$ cat src/rtl/exec_pkg.sv
// exec_pkg: opcode, shift, type and condition constants plus the condition evaluator for the execute stage
package exec_pkg;
  localparam logic [3:0] OP_AND = 4'h0, OP_EOR = 4'h1, OP_SUB = 4'h2, OP_RSB = 4'h3;
  localparam logic [3:0] OP_ADD = 4'h4, OP_ADC = 4'h5, OP_SBC = 4'h6, OP_RSC = 4'h7;
  localparam logic [3:0] OP_TST = 4'h8, OP_TEQ = 4'h9, OP_CMP = 4'hA, OP_CMN = 4'hB;
  localparam logic [3:0] OP_ORR = 4'hC, OP_MOV = 4'hD, OP_BIC = 4'hE, OP_MVN = 4'hF;
  localparam logic [1:0] SH_LSL = 2'd0, SH_LSR = 2'd1, SH_ASR = 2'd2, SH_ROR = 2'd3;
  localparam logic [3:0] TYPE_DP = 4'd0, TYPE_BR = 4'd1;
  localparam logic [3:0] CC_EQ = 4'h0, CC_NE = 4'h1, CC_CS = 4'h2, CC_CC = 4'h3;
  localparam logic [3:0] CC_MI = 4'h4, CC_PL = 4'h5, CC_VS = 4'h6, CC_VC = 4'h7;
  localparam logic [3:0] CC_HI = 4'h8, CC_LS = 4'h9, CC_GE = 4'hA, CC_LT = 4'hB;
  localparam logic [3:0] CC_GT = 4'hC, CC_LE = 4'hD, CC_AL = 4'hE, CC_NV = 4'hF;
  typedef struct packed {
    logic        wb_en;
    logic [3:0]  wb_addr;
    logic [31:0] wb_data;
    logic        br;
    logic [31:0] target;
  } result_t;
  function automatic logic cond_pass(input logic [3:0] cond, input logic [3:0] nzcv);
    logic n, z, c, v;
    {n, z, c, v} = nzcv;
    cond_pass = 1'b0;
    case (cond)
      CC_EQ: cond_pass = z;
      CC_NE: cond_pass = !z;
      CC_CS: cond_pass = c;
      CC_CC: cond_pass = !c;
      CC_MI: cond_pass = n;
      CC_PL: cond_pass = !n;
      CC_VS: cond_pass = v;
      CC_VC: cond_pass = !v;
      CC_HI: cond_pass = c && !z;
      CC_LS: cond_pass = !c || z;
      CC_GE: cond_pass = n == v;
      CC_LT: cond_pass = n != v;
      CC_GT: cond_pass = !z && (n == v);
      CC_LE: cond_pass = z || (n != v);
      CC_AL: cond_pass = 1'b1;
      default: cond_pass = 1'b0;
    endcase
  endfunction
endpackage

$ cat src/rtl/execute_stage_if.sv
// execute_stage_if: decoded-instruction input and writeback/branch result bundle
interface execute_stage_if;
  logic        in_valid, in_ready;
  logic [31:0] in_op1, in_op2, in_instr;
  logic [4:0]  in_shamt;
  logic [3:0]  in_type, in_dst;
  logic        out_valid, out_ready, wb_en, branch_taken;
  logic [3:0]  wb_addr, flags_nzcv;
  logic [31:0] wb_data, branch_target;
  modport slave(
    input  in_valid, in_op1, in_op2, in_shamt, in_type, in_instr, in_dst, out_ready,
    output in_ready, out_valid, wb_en, wb_addr, wb_data, branch_taken, branch_target, flags_nzcv
  );
  modport master(
    output in_valid, in_op1, in_op2, in_shamt, in_type, in_instr, in_dst, out_ready,
    input  in_ready, out_valid, wb_en, wb_addr, wb_data, branch_taken, branch_target, flags_nzcv
  );
endinterface

$ cat src/rtl/barrel_shifter.sv
// barrel_shifter: ARM shifter operand with carry-out, including the imm5=0 special encodings
module barrel_shifter
  import exec_pkg::*;
(
  input  logic [31:0] i_value,
  input  logic [4:0]  i_amount,
  input  logic [1:0]  i_type,
  input  logic        i_imm_form,
  input  logic        i_carry,
  output logic [31:0] o_result,
  output logic        o_carry
);
  logic [32:0] w_lsl, w_lsr, w_asr;
  logic [31:0] w_ror;
  // the extra bit on each side catches the last bit shifted out
  assign w_lsl = {1'b0, i_value} << i_amount;
  assign w_lsr = {i_value, 1'b0} >> i_amount;
  assign w_asr = $signed({i_value, 1'b0}) >>> i_amount;
  assign w_ror = (i_value >> i_amount) | (i_value << (6'd32 - {1'b0, i_amount}));
  always_comb begin
    {o_carry, o_result} = {i_carry, i_value};
    if (i_amount != 5'd0)
      case (i_type)
        SH_LSL:  {o_carry, o_result} = w_lsl;
        SH_LSR:  {o_carry, o_result} = {w_lsr[0], w_lsr[32:1]};
        SH_ASR:  {o_carry, o_result} = {w_asr[0], w_asr[32:1]};
        default: {o_carry, o_result} = {w_ror[31], w_ror};
      endcase
    else if (i_imm_form)
      case (i_type)
        SH_LSR:  {o_carry, o_result} = {i_value[31], 32'd0};
        SH_ASR:  {o_carry, o_result} = {i_value[31], {32{i_value[31]}}};
        SH_ROR:  {o_carry, o_result} = {i_value[0], i_carry, i_value[31:1]};
        default: ;
      endcase
  end
endmodule

$ cat src/rtl/execute_stage.sv
// execute_stage: condition check, shifter, ALU/branch and NZCV update with a one-deep registered result
module execute_stage
  import exec_pkg::*;
(
  input logic             clk,
  input logic             reset,
  execute_stage_if.slave  bus
);
  logic        r_valid;
  result_t     r_res;
  logic [3:0]  r_flags;
  result_t     w_next;
  logic [3:0]  w_next_flags, w_op, w_dp_flags;
  logic [31:0] w_sh, w_x, w_y, w_logic, w_res;
  logic [32:0] w_sum;
  logic        w_sh_c, w_cin, w_v, w_arith, w_test, w_pass, w_accept;
  assign w_op = bus.in_instr[24:21];
  assign w_pass = cond_pass(bus.in_instr[31:28], r_flags);
  assign w_accept = bus.in_valid && bus.in_ready;
  barrel_shifter u_shifter (
    .i_value   (bus.in_op2),
    .i_amount  (bus.in_shamt),
    .i_type    (bus.in_instr[25] ? SH_ROR : bus.in_instr[6:5]),
    .i_imm_form(!bus.in_instr[25] && !bus.in_instr[4]),
    .i_carry   (r_flags[1]),
    .o_result  (w_sh),
    .o_carry   (w_sh_c)
  );
  // one adder serves all eight arithmetic ops; reverse ops swap operands, subtracts invert
  assign w_arith = w_op inside {OP_SUB, OP_RSB, OP_ADD, OP_ADC, OP_SBC, OP_RSC, OP_CMP, OP_CMN};
  assign w_test = w_op[3:2] == 2'b10;
  assign w_x = (w_op == OP_RSB || w_op == OP_RSC) ? w_sh : bus.in_op1;
  assign w_y = (w_op == OP_RSB || w_op == OP_RSC) ? ~bus.in_op1 :
               (w_op inside {OP_SUB, OP_SBC, OP_CMP}) ? ~w_sh : w_sh;
  assign w_cin = (w_op inside {OP_SUB, OP_RSB, OP_CMP}) ? 1'b1 :
                 (w_op inside {OP_ADC, OP_SBC, OP_RSC}) ? r_flags[1] : 1'b0;
  assign w_sum = {1'b0, w_x} + {1'b0, w_y} + {32'd0, w_cin};
  assign w_v = (w_x[31] == w_y[31]) && (w_sum[31] != w_x[31]);
  assign w_logic = (w_op == OP_AND || w_op == OP_TST) ? bus.in_op1 & w_sh :
                   (w_op == OP_EOR || w_op == OP_TEQ) ? bus.in_op1 ^ w_sh :
                   w_op == OP_ORR ? bus.in_op1 | w_sh :
                   w_op == OP_MOV ? w_sh :
                   w_op == OP_BIC ? bus.in_op1 & ~w_sh : ~w_sh;
  assign w_res = w_arith ? w_sum[31:0] : w_logic;
  assign w_dp_flags = w_arith ? {w_res[31], w_res == 32'd0, w_sum[32], w_v}
                              : {w_res[31], w_res == 32'd0, w_sh_c, r_flags[0]};
  always_comb begin
    w_next = '0;
    w_next_flags = r_flags;
    if (w_pass && bus.in_type == TYPE_DP) begin
      w_next.wb_en = !w_test;
      w_next.wb_addr = bus.in_dst;
      w_next.wb_data = w_res;
      w_next.br = !w_test && bus.in_dst == 4'd15;
      w_next.target = w_res;
      w_next_flags = (bus.in_instr[20] || w_test) ? w_dp_flags : r_flags;
    end else if (w_pass && bus.in_type == TYPE_BR) begin
      w_next.wb_en = bus.in_instr[24];
      w_next.wb_addr = 4'd14;
      w_next.wb_data = bus.in_op1 - 32'd4;
      w_next.br = 1'b1;
      w_next.target = bus.in_op1 + {{6{bus.in_instr[23]}}, bus.in_instr[23:0], 2'b00};
    end
  end
  always_ff @(posedge clk) begin
    if (reset) begin
      r_valid <= 1'b0;
      r_res <= '0;
      r_flags <= '0;
    end else if (w_accept) begin
      r_valid <= 1'b1;
      r_res <= w_next;
      r_flags <= w_next_flags;
    end else if (bus.out_ready) begin
      r_valid <= 1'b0;
    end
  end
  assign bus.in_ready = !r_valid || bus.out_ready;
  assign bus.out_valid = r_valid;
  assign bus.wb_en = r_valid && r_res.wb_en;
  assign bus.wb_addr = r_res.wb_addr;
  assign bus.wb_data = r_res.wb_data;
  assign bus.branch_taken = r_valid && r_res.br;
  assign bus.branch_target = r_res.target;
  assign bus.flags_nzcv = r_flags;
endmodule

$ cat src/flat_wrapper.sv
// flat-port wrapper written by rule: the top's interface ports become plain ports
module execute_stage_flat import exec_pkg::*;
  (clk, reset, bus_in_valid, bus_in_op1, bus_in_op2, bus_in_shamt, bus_in_type, bus_in_instr, bus_in_dst, bus_out_ready, bus_in_ready, bus_out_valid, bus_wb_en, bus_wb_addr, bus_wb_data, bus_branch_taken, bus_branch_target, bus_flags_nzcv);
  execute_stage_if bus_i ();
  input logic clk;
  input logic reset;
  input wire logic [$bits(bus_i.in_valid)-1:0] bus_in_valid;
  input wire logic [$bits(bus_i.in_op1)-1:0] bus_in_op1;
  input wire logic [$bits(bus_i.in_op2)-1:0] bus_in_op2;
  input wire logic [$bits(bus_i.in_shamt)-1:0] bus_in_shamt;
  input wire logic [$bits(bus_i.in_type)-1:0] bus_in_type;
  input wire logic [$bits(bus_i.in_instr)-1:0] bus_in_instr;
  input wire logic [$bits(bus_i.in_dst)-1:0] bus_in_dst;
  input wire logic [$bits(bus_i.out_ready)-1:0] bus_out_ready;
  output wire logic [$bits(bus_i.in_ready)-1:0] bus_in_ready;
  output wire logic [$bits(bus_i.out_valid)-1:0] bus_out_valid;
  output wire logic [$bits(bus_i.wb_en)-1:0] bus_wb_en;
  output wire logic [$bits(bus_i.wb_addr)-1:0] bus_wb_addr;
  output wire logic [$bits(bus_i.wb_data)-1:0] bus_wb_data;
  output wire logic [$bits(bus_i.branch_taken)-1:0] bus_branch_taken;
  output wire logic [$bits(bus_i.branch_target)-1:0] bus_branch_target;
  output wire logic [$bits(bus_i.flags_nzcv)-1:0] bus_flags_nzcv;
  assign bus_i.in_valid = bus_in_valid;
  assign bus_i.in_op1 = bus_in_op1;
  assign bus_i.in_op2 = bus_in_op2;
  assign bus_i.in_shamt = bus_in_shamt;
  assign bus_i.in_type = bus_in_type;
  assign bus_i.in_instr = bus_in_instr;
  assign bus_i.in_dst = bus_in_dst;
  assign bus_i.out_ready = bus_out_ready;
  assign bus_in_ready = bus_i.in_ready;
  assign bus_out_valid = bus_i.out_valid;
  assign bus_wb_en = bus_i.wb_en;
  assign bus_wb_addr = bus_i.wb_addr;
  assign bus_wb_data = bus_i.wb_data;
  assign bus_branch_taken = bus_i.branch_taken;
  assign bus_branch_target = bus_i.branch_target;
  assign bus_flags_nzcv = bus_i.flags_nzcv;
  execute_stage u_core (.clk(clk), .reset(reset), .bus(bus_i));
endmodule
$ cat config.mk
export PLATFORM = sky130hd
export DESIGN_NAME = execute_stage_flat
export DESIGN_NICKNAME = d
export VERILOG_FILES = /design/src/rtl/exec_pkg.sv /design/src/rtl/execute_stage_if.sv /design/src/rtl/barrel_shifter.sv /design/src/rtl/execute_stage.sv /design/src/flat_wrapper.sv
export SDC_FILE = /design/constraint.sdc
export NUM_CORES = 1
export LEC_CHECK = 0
export ABC_AREA = 1
export BUFFER_PORTS_ARGS = -buffer_cell sky130_fd_sc_hd__buf_2
export CAP_MARGIN = 10
export CELL_PAD_IN_SITES_DETAIL_PLACEMENT = 2
export CELL_PAD_IN_SITES_GLOBAL_PLACEMENT = 2
export CORE_ASPECT_RATIO = 1.5
export CORE_MARGIN = 4
export CORE_UTILIZATION = 25
export CTS_CLUSTER_SIZE = 24
export DETAILED_ROUTE_END_ITERATION = 12
export PLACE_DENSITY_LB_ADDON = 0.1
export SETUP_SLACK_MARGIN = 0.5
export SKIP_CTS_REPAIR_TIMING = 1
export SYNTH_ARGS = -nofsm -noshare
export SYNTH_HDL_FRONTEND = slang
export SYNTH_SLANG_ARGS = --single-unit
export TNS_END_PERCENT = 5
$ cat constraint.sdc
create_clock -name clk -period 13 [get_ports clk]
set_input_delay 1.95 -clock clk [delete_from_list [all_inputs] [get_ports clk]]
set_output_delay 1.95 -clock clk [all_outputs]
set_load 0.02 [all_outputs]
# Yosys cells after proc, flatten, opt, wreduce, memory -nomap -nowiden
# Index checks and enable logic that the tools add are counted.
# totals
ff_bits,75
inputBits,113
# classes
add_sub_neg,5
n_eq_ne,38
shifts,5
n_mux,26
bitwise,7
n_reduce_logical,42
# ops
cell,n
two-way mux 32 bit,11
case mux 32 bit (3 select lines),2
two-way mux 70 bit,2
bitwise AND 32 bit,2
NOT 32 bit,2
OR 32 bit,2
equality test 4 bit (second input constant),15
adder 32 x 32 -> 33 bit,1
adder 33 x 1 -> 33 bit,1
left shift 32 x 5 -> 33 bit,1
right shift 33 x 5 -> 33 bit,1
>>> shifter 33 x 5 -> 33 bit,1
adder 32 bit,1
equality test 4 x 3 -> 1 bit (second input constant),8
zero test 32 bit,1
left shift 32 x 6 -> 32 bit,1
right shift 32 x 5 -> 32 bit,1
subtractor 32 x 3 -> 32 bit (second input constant),1
bitwise XOR 32 bit,1
equality test 4 x 2 -> 1 bit (second input constant),4
case mux 1 bit (15 select lines),1
equality test 4 x 1 -> 1 bit (second input constant),3
zero test 4 bit,3
nonzero test 3 bit,4
21 further kinds,53

# Longest topological paths before layout
# Gate-level depths: netlist (run 1).
# depth
depth_word,14
mapped_depth,44
depth_no_buf,42

# Modules after synthesis
# A second synthesis (run 1) with hierarchy kept.
# unflattened
hier_cells,3779
area_unflattened_um2,19713.9
# by_module_without_submodules
module,n_inst,cells_each,area_each_um2,seq_area_each_um2
execute_stage,1,2353,13082.5,1461.4
barrel_shifter,1,1426,6631.4,0.0

# Worst setup path before layout (run 1)
# OpenSTA, ideal clock, no wires.
# synth_timing
path_type,input-to-reg
start,input port bus_in_shamt[1]
end,"register u_core.r_flags[2], in the netlist u_core.bus.flags_nzcv[2]"
setup_time_ns,0.070
t_arrival_ns,6.353
setup_slack_ns,6.577
path_stages,41
n_path_buf,4
path_cell_list,inv_2 -> buf_2 -> buf_2 -> ha_1 -> buf_2 -> clkbuf_1 -> nor2_1 -> nand2_1 -> nor2_1 -> a221oi_1 -> nand2_1 -> nand2_2 -> inv_1 -> nand2_1 -> nand3_1 -> o21ai_0 -> fa_1 -> inv_1 -> (+5 left out) -> nor2_1 -> o21ai_1 -> a21boi_1 -> inv_1 -> nand3_1 -> and3_1 -> inv_1 -> nand2_1 -> nand2_1 -> nand2_1 -> nand3_1 -> nand2_1 -> nand2_1 -> nor2_1 -> nand2_1 -> nor2_1 -> nand3_1 -> a21oi_1
# synth_via
elab_chain_len,14
# synth_lines
item,line_no,text
start: declaration,flat_wrapper.sv:10,input wire logic [$bits(bus_i.in_shamt)-1:0] bus_in_shamt;
subtractor 6 x 5 -> 6 bit,barrel_shifter.sv:19,"assign w_ror = (i_value >> i_amount) | (i_value << (6'd32 - {1'b0, i_amount}));"
left shift 32 x 6 -> 32 bit,barrel_shifter.sv:19,
OR 32 bit,barrel_shifter.sv:19,
case mux 32 bit (3 select lines),barrel_shifter.sv:23,case (i_type)
two-way mux 32 bit *,barrel_shifter.sv:22,if (i_amount != 5'd0)
branches (longest 7 deep; another with adder 32 x 32 -> 33 bit),-,
two-way mux 32 bit *,execute_stage.sv:44,assign w_res = w_arith ? w_sum[31:0] : w_logic;
zero test 32 bit *,"execute_stage.sv:45, execute_stage.sv:46",
end signal: assignment,execute_stage.sv:73,r_flags <= w_next_flags;
end: declaration,execute_stage.sv:11,logic [3:0] r_flags;
# Every way passes the cells marked *.
# A chain may end at the register's enable or synchronous reset.

# Final worst setup path (run 1)
# layout_timing
start,input port bus_in_shamt[0]
end,"register u_core.r_flags[2], in the netlist u_core.bus.flags_nzcv[2]"
# Same word-level chain as after synthesis.

==> results of run 1 <==
[worst paths after layout]
check	endpoint	slack, ns	cells after the start
worst min-delay path	u_core.bus.branch_target[0]	0.48	2
worst max register to register	u_core.bus.flags_nzcv[2]	7.73	25
worst max-delay path	u_core.bus.flags_nzcv[2]	3.84	38
worst min register to register	u_core.bus.branch_target[0]	0.48	2
[per-stage QoR]
step | setup WS, ns | hold WS, ns | cells | instance area [µm²] | util, %
floorplan | 6.58 | 0.446 | 3563 | 19100 | -
global placement | 3.76 | 0.459 | 4541 | 20200 | 26.9
detailed placement | 3.58 | 0.473 | 4541 | 20200 | 26.9
CTS | 3.93 | 0.483 | 4557 | 20600 | 27.3
global route | 3.62 | 0.511 | 4557 | 20600 | 27.3
finish | 3.84 | 0.481 | 4558 | 20600 | 27.3
[layer usage]
layer  routed length [µm]  global-route usage (%)
met5                   20                       0
met3                 2630                    1.27
met1                43600                    29.0
met4                 8760                    17.5
met2                61000                    52.8
[cell usage after synthesis (all sizes together), types with 2 or more instances]
library cell	count
nand2	981
nand3	716
o21ai	358
inv	340
a21oi	211
nor2	207
ha	164
buf	156
clkbuf	108
dfxtp	73
a31oi	55
or2	43
nand4	31
nor3	18
xor2	11
o211ai	9
xnor2	9
nand3b	8
nor4	7
o21a	7
o21bai	7
a21boi	5
a21o	5
o221ai	5
o22ai	4
clkinv	3
fa	3
o221a	3
o31ai	3
a211oi	2
and3	2
nor3b	2
[registers in the layout, indices dropped and copies added, names as in the netlist]
signal / flops
u_core.bus.wb_addr: 4
u_core.bus.out_valid: 1
u_core.bus.wb_data: 30
u_core.r_res: 2
u_core.bus.branch_target: 32
u_core.bus.flags_nzcv: 4
[power breakdown]
group	internal, mW	switching, mW	leakage (nW)	total [mW]
Combinational	0.310	0.793	9.68	1.10
Sequential	0.237	0.00758	0.601	0.245
Clock	0.189	0.111	0.163	0.299
[cells by family after synthesis]
group,share of synthesized area (%)
XOR/XNOR,0.919
adder cells (fa/ha/maj),11.1
flip-flops,7.67
AO/OA/AOI/OAI,19.1
AND/OR/NAND/NOR,46.8
buffers and inverters,14.4
[layout make-up]
class / count / share of cell area, %
Multi-Input combinational cell: 2883 / 72.2
Clock inverter: 6 / 0.560
Inverter: 343 / 6.31
Clock buffer: 10 / 1.11
Tap cell: 1000 / 6.08
Timing Repair Buffer: 242 / 6.57
Sequential cell: 73 / 7.10
Antenna cell: 1 / 0.0122
[worst register-to-register path, delay by kind of cell (launching register included)]
| kind | cells | cell delay, ns |
|---|---|---|
| AOI/OAI and AO/OA | 7 | 1.98 |
| adders and majority gates | 2 | 0.66 |
| buffers and inverters | 4 | 0.55 |
| DFF | 1 | 0.42 |
| and+or+nand+nor | 12 | 1.58 |
==> impl_metrics.env, run 1 <==
export IMPL_relSlewSlack_pct=40.6
export IMPL_cts_max_level=3
export IMPL_io_buffers=186
export IMPL_ys_seq_area_share_pct=7.67
export IMPL_path_max_fanout=36
export IMPL_cts_buffers=9
export IMPL_status="complete, no violations"
export IMPL_ys_seq_elements=73
export IMPL_final_common_cell="nand2_1"
export IMPL_multiInputGateArea_um2=14900
export IMPL_die_height_um=346
export IMPL_synth_warning_count=0
export IMPL_drv_slew=0
export IMPL_crit_buf_inv=7
export IMPL_crit_top_cell="nand2_1"
export IMPL_fillCellCount=9630
export IMPL_power_per_cell_area_nw_per_um2=80.1
export IMPL_synth_distinct_cells=59
export IMPL_fmax_mhz=109
export IMPL_critical_path_startpoint="bus_in_shamt[0]"
export IMPL_rsz0062_at_grt="false"
export IMPL_wirelength_um=116000
export IMPL_grtUsageTotal_pct=27.6
export IMPL_wire_per_inst_um=25.5
export IMPL_root_buffer="clkbuf_16"
export IMPL_synth_top_area_share_pct=18.7
export IMPL_finalSetupTns_ns=0
export IMPL_syn_area_per_cell_um2=5.35
export IMPL_die_area_um2=80800
export IMPL_regArea_um2=1460
export IMPL_remaining_drc_errors=0
export IMPL_start_util_pct=25.3
export IMPL_reg2reg_from="u_core.bus.flags_nzcv[1]"
export IMPL_vdd_ir_drop_worst_v=0.0000431
export IMPL_hpwl_um=92500
export IMPL_fin_nets=3832
export IMPL_min_path_type="reg2reg"
export IMPL_drt_iter0_markers=1019
export IMPL_hold_violations=0
export IMPL_ys_flop_type="dfxtp_1"
export IMPL_power_leakage_nw=10.4
export IMPL_synth_edf_count=0
export IMPL_core_area_um2=75300
export IMPL_layout_common_cells="nand2_1, nand3_1, o21ai_0, inv_1, a21oi_1"
export IMPL_tightest_slew_ns=0.891
export IMPL_path_delay_family="simple AND/OR/NAND/NOR gates"
export IMPL_cts_buffer_depth=2
export IMPL_worst_path_largest_cell_delay_ns=0.54
export IMPL_min_from="u_core.bus.branch_target[0]"
export IMPL_required_ns=13.30
export IMPL_crit_arrival_ns=9.45
export IMPL_cts_sinks=73
export IMPL_fin_crit_ns=9.16
export IMPL_drive_gt1_share_pct=10.5
export IMPL_fin_skew_ns=0.0117
export IMPL_grt_max_degree=88
export IMPL_antenna_found_initial=4
export IMPL_critPathSlowestCell="nor2_2"
export IMPL_synth_area_leaders="nand3_1, nand2_1, ha_1"
export IMPL_synth_area_um2=19100
export IMPL_syn_to_final_growth_pct=7.94
export IMPL_via_per_inst=5.57
export IMPL_clk_pin_slew_ns=0.07
export IMPL_path_class="in2reg"
export IMPL_firstDrtPassIters=5
export IMPL_finalCritPeriodShare_pct=70.4
export IMPL_finalSetupViolations=0
export IMPL_first_global_vias=27500
export IMPL_end_kind="register"
export IMPL_vias=25400
export IMPL_grt_pass1_wl_um=171000
export IMPL_clk_latency_ns=0.36
export IMPL_row_count=123
export IMPL_io_pins=189
export IMPL_p_total_mw=1.65
export IMPL_gp_congestion=0.927
export IMPL_grt_overflow=0
export IMPL_syn_inst=3563
export IMPL_synth_nets=3843
export IMPL_postRouteAntennaNets=0
export IMPL_drv_cap=0
export IMPL_die_x_um=233
export IMPL_synth_top_cell_by_area="nand3_1"
export IMPL_async_flop_share_pct=0
export IMPL_start_kind="input port"
export IMPL_cts_tree="done"
Note: power is estimated with default switching activity, not from simulation.
==> run 2: changes to the inputs <==
==> constraint.sdc (replaced) <==
create_clock -name clk -period 9.44 [get_ports clk]
set_input_delay 1.416 -clock clk [delete_from_list [all_inputs] [get_ports clk]]
set_output_delay 1.416 -clock clk [all_outputs]
set_load 0.02 [all_outputs]
==> run 2 against run 1 <==
Net effect:
- final cell count increased by 0.29%
- clock power increased by 38%
- global-route usage increased by 0.43 points
- clock skew increased by 0.0050 ns
- setup slack got worse by 1.9 ns
- total power increased by 39%
- critical path depth decreased by 2
- design area increased by 0.53%
- routed wire length increased by 1.2%
- critical endpoint unchanged
- largest power group unchanged
==> impl_metrics.env, run 2 (synthesis gave the netlist of run 1 again) <==
export IMPL_path_class="in2reg"
export IMPL_path_max_fanout=35
export IMPL_io_pins=189
export IMPL_reg2reg_to="u_core.bus.flags_nzcv[2]"
export IMPL_syn_to_final_growth_pct=8.51
export IMPL_fin_crit_ns=7.52
export IMPL_finalSetupTns_ns=0
export IMPL_worst_path_largest_cell_delay_ns=0.51
export IMPL_holdPathStages=2
export IMPL_final_common_cell="nand2_1"
export IMPL_multiInputGateArea_um2=14900
export IMPL_start_kind="input port"
export IMPL_highest_layer="met4"
export IMPL_clk_latency_ns=0.37
export IMPL_layout_common_cells="nand2_1, nand3_1, o21ai_0, inv_1, a21oi_1"
export IMPL_regArea_um2=1460
export IMPL_first_global_vias=27400
export IMPL_crit_top_cell="nand2_1"
export IMPL_hold_path_end="u_core.bus.wb_addr[0]"
export IMPL_finalCritPeriodShare_pct=79.7
export IMPL_post_place_ws_ns=1.59
export IMPL_cts_tree="done"
export IMPL_core_area_um2=75300
export IMPL_remaining_drc_errors=0
export IMPL_min_path_type="reg2reg"
export IMPL_die_x_um=233
export IMPL_power_per_cell_area_nw_per_um2=111
export IMPL_cts_buffers=9
export IMPL_die_height_um=346
export IMPL_antenna_found_initial=4
export IMPL_grt_overflow=0
export IMPL_fillCellCount=9637
export IMPL_grt_max_degree=97
export IMPL_timing_final_ws_setup_ns=1.92
export IMPL_min_from="u_core.bus.wb_addr[0]"
export IMPL_wire_per_inst_um=25.7
export IMPL_cts_sinks=73
export IMPL_gp_congestion=1.03
export IMPL_wirelength_um=117000
export IMPL_met2WireLength_um=62600
export IMPL_hpwl_um=94300
export IMPL_r2r_slack_ns=4.57
export IMPL_io_buffers=186
export IMPL_fmax_mhz=133
export IMPL_row_count=123
export IMPL_cts_buffer_depth=2
export IMPL_vias=25200
export IMPL_power_leakage_nw=10.5
export IMPL_r2r_cells=25
export IMPL_start_util_pct=25.3
export IMPL_cts_max_level=3
export IMPL_grtUsageTotal_pct=28.0
export IMPL_hold_violations=0
export IMPL_postRouteAntennaNets=0
export IMPL_firstDrtPassIters=5
export IMPL_vdd_ir_drop_worst_v=0.0000864
export IMPL_reg2reg_from="u_core.bus.flags_nzcv[1]"
export IMPL_grt_pass1_wl_um=173000
export IMPL_relSlewSlack_pct=34.7
export IMPL_tightest_slew_ns=0.980
export IMPL_crit_arrival_ns=7.82
export IMPL_drv_cap=0
export IMPL_rsz0062_at_grt="false"
export IMPL_drive_gt1_share_pct=10.8
export IMPL_status="complete, no violations"
export IMPL_root_buffer="clkbuf_16"
export IMPL_m1WireLength_um=43700
export IMPL_end_kind="register"
export IMPL_critPathSlowestCell="buf_4"
export IMPL_wl_met3_um=2850
export IMPL_die_area_um2=80800
export IMPL_fin_nets=3844
export IMPL_drt_iter0_markers=1059
export IMPL_required_ns=9.74
export IMPL_via_per_inst=5.51
export IMPL_finalSetupViolations=0
export IMPL_clk_pin_slew_ns=0.07
export IMPL_drv_slew=0
export IMPL_largest_register_ffs=32
export IMPL_fin_skew_ns=0.0167
## run 2: changes by cell type in the layout (fill, tap and decap cells not counted)
| cell | delta |
|---|---|
| buf_12 | +2 |
| buf_4 | +10 |
| clkinv_2 | -1 |
| diode_2 | +1 |
| ha_1 | +1 |
| ha_2 | -1 |
| inv_2 | +1 |
| nor2_2 | +1 |
| nor2_4 | -1 |
## run 2: through the flow
| stage | utilization (%) | instances | power (mW) | area, µm² | hold slack [ns] |
|---|---|---|---|---|---|
| after floorplan | - | 3563 | 1.32 | 19100 | 0.446 |
| after global placement | 27.0 | 4553 | 1.81 | 20300 | 0.458 |
| after detailed placement | 27.0 | 4553 | 1.87 | 20300 | 0.471 |
| after CTS | 27.5 | 4569 | 2.30 | 20700 | 0.480 |
| after global routing | 27.5 | 4569 | 2.47 | 20700 | 0.511 |
| final | 27.5 | 4571 | 2.29 | 20700 | 0.472 |
## run 2: layer usage
metal / up-vias / global-route usage (%)
met1: 12500 / 29.0
met3: 263 / 1.78
met5: - / 0
met4: 0 / 16.7
li1: 11900 / -
met2: 543 / 54.3
## run 2: worst max-delay path: cells and delay by family
family                     cells  cell delay (ns)
and+or+nand+nor               22             3.30
AOI/OAI and AO/OA              8             1.40
buffers and inverters          5             1.26
adders and majority gates      1             0.39
## run 2: cell type report
type / instances / area share (%)
Sequential cell: 73 / 7.07
Inverter: 343 / 6.27
Clock buffer: 10 / 1.11
Antenna cell: 2 / 0.0242
Tap cell: 1000 / 6.05
Timing Repair Buffer: 254 / 7.09
Clock inverter: 6 / 0.557
Multi-Input combinational cell: 2883 / 71.8
## run 2: power breakdown
group          switching (mW)  internal (mW)  total (mW)
sequential             0.0104          0.327       0.337
combinational            1.10          0.435        1.54
clock                   0.153          0.260       0.413
total                    1.27           1.02        2.29
## run 2: worst max path at each step
stage,from,endpoint,slack [ns],cells past startpoint
6_report,bus_in_shamt[0],u_core.bus.flags_nzcv[2],1.92,36
4_1_cts,bus_in_shamt[0],u_core.bus.flags_nzcv[2],1.96,33
5_1_grt,bus_in_shamt[0],u_core.bus.flags_nzcv[2],1.49,35
2_1_floorplan,bus_in_shamt[1],u_core.bus.flags_nzcv[2],3.55,41
3_5_place_dp,bus_in_shamt[0],u_core.bus.flags_nzcv[2],1.59,36
3_3_place_gp,bus_in_shamt[0],u_core.bus.flags_nzcv[2],1.69,33
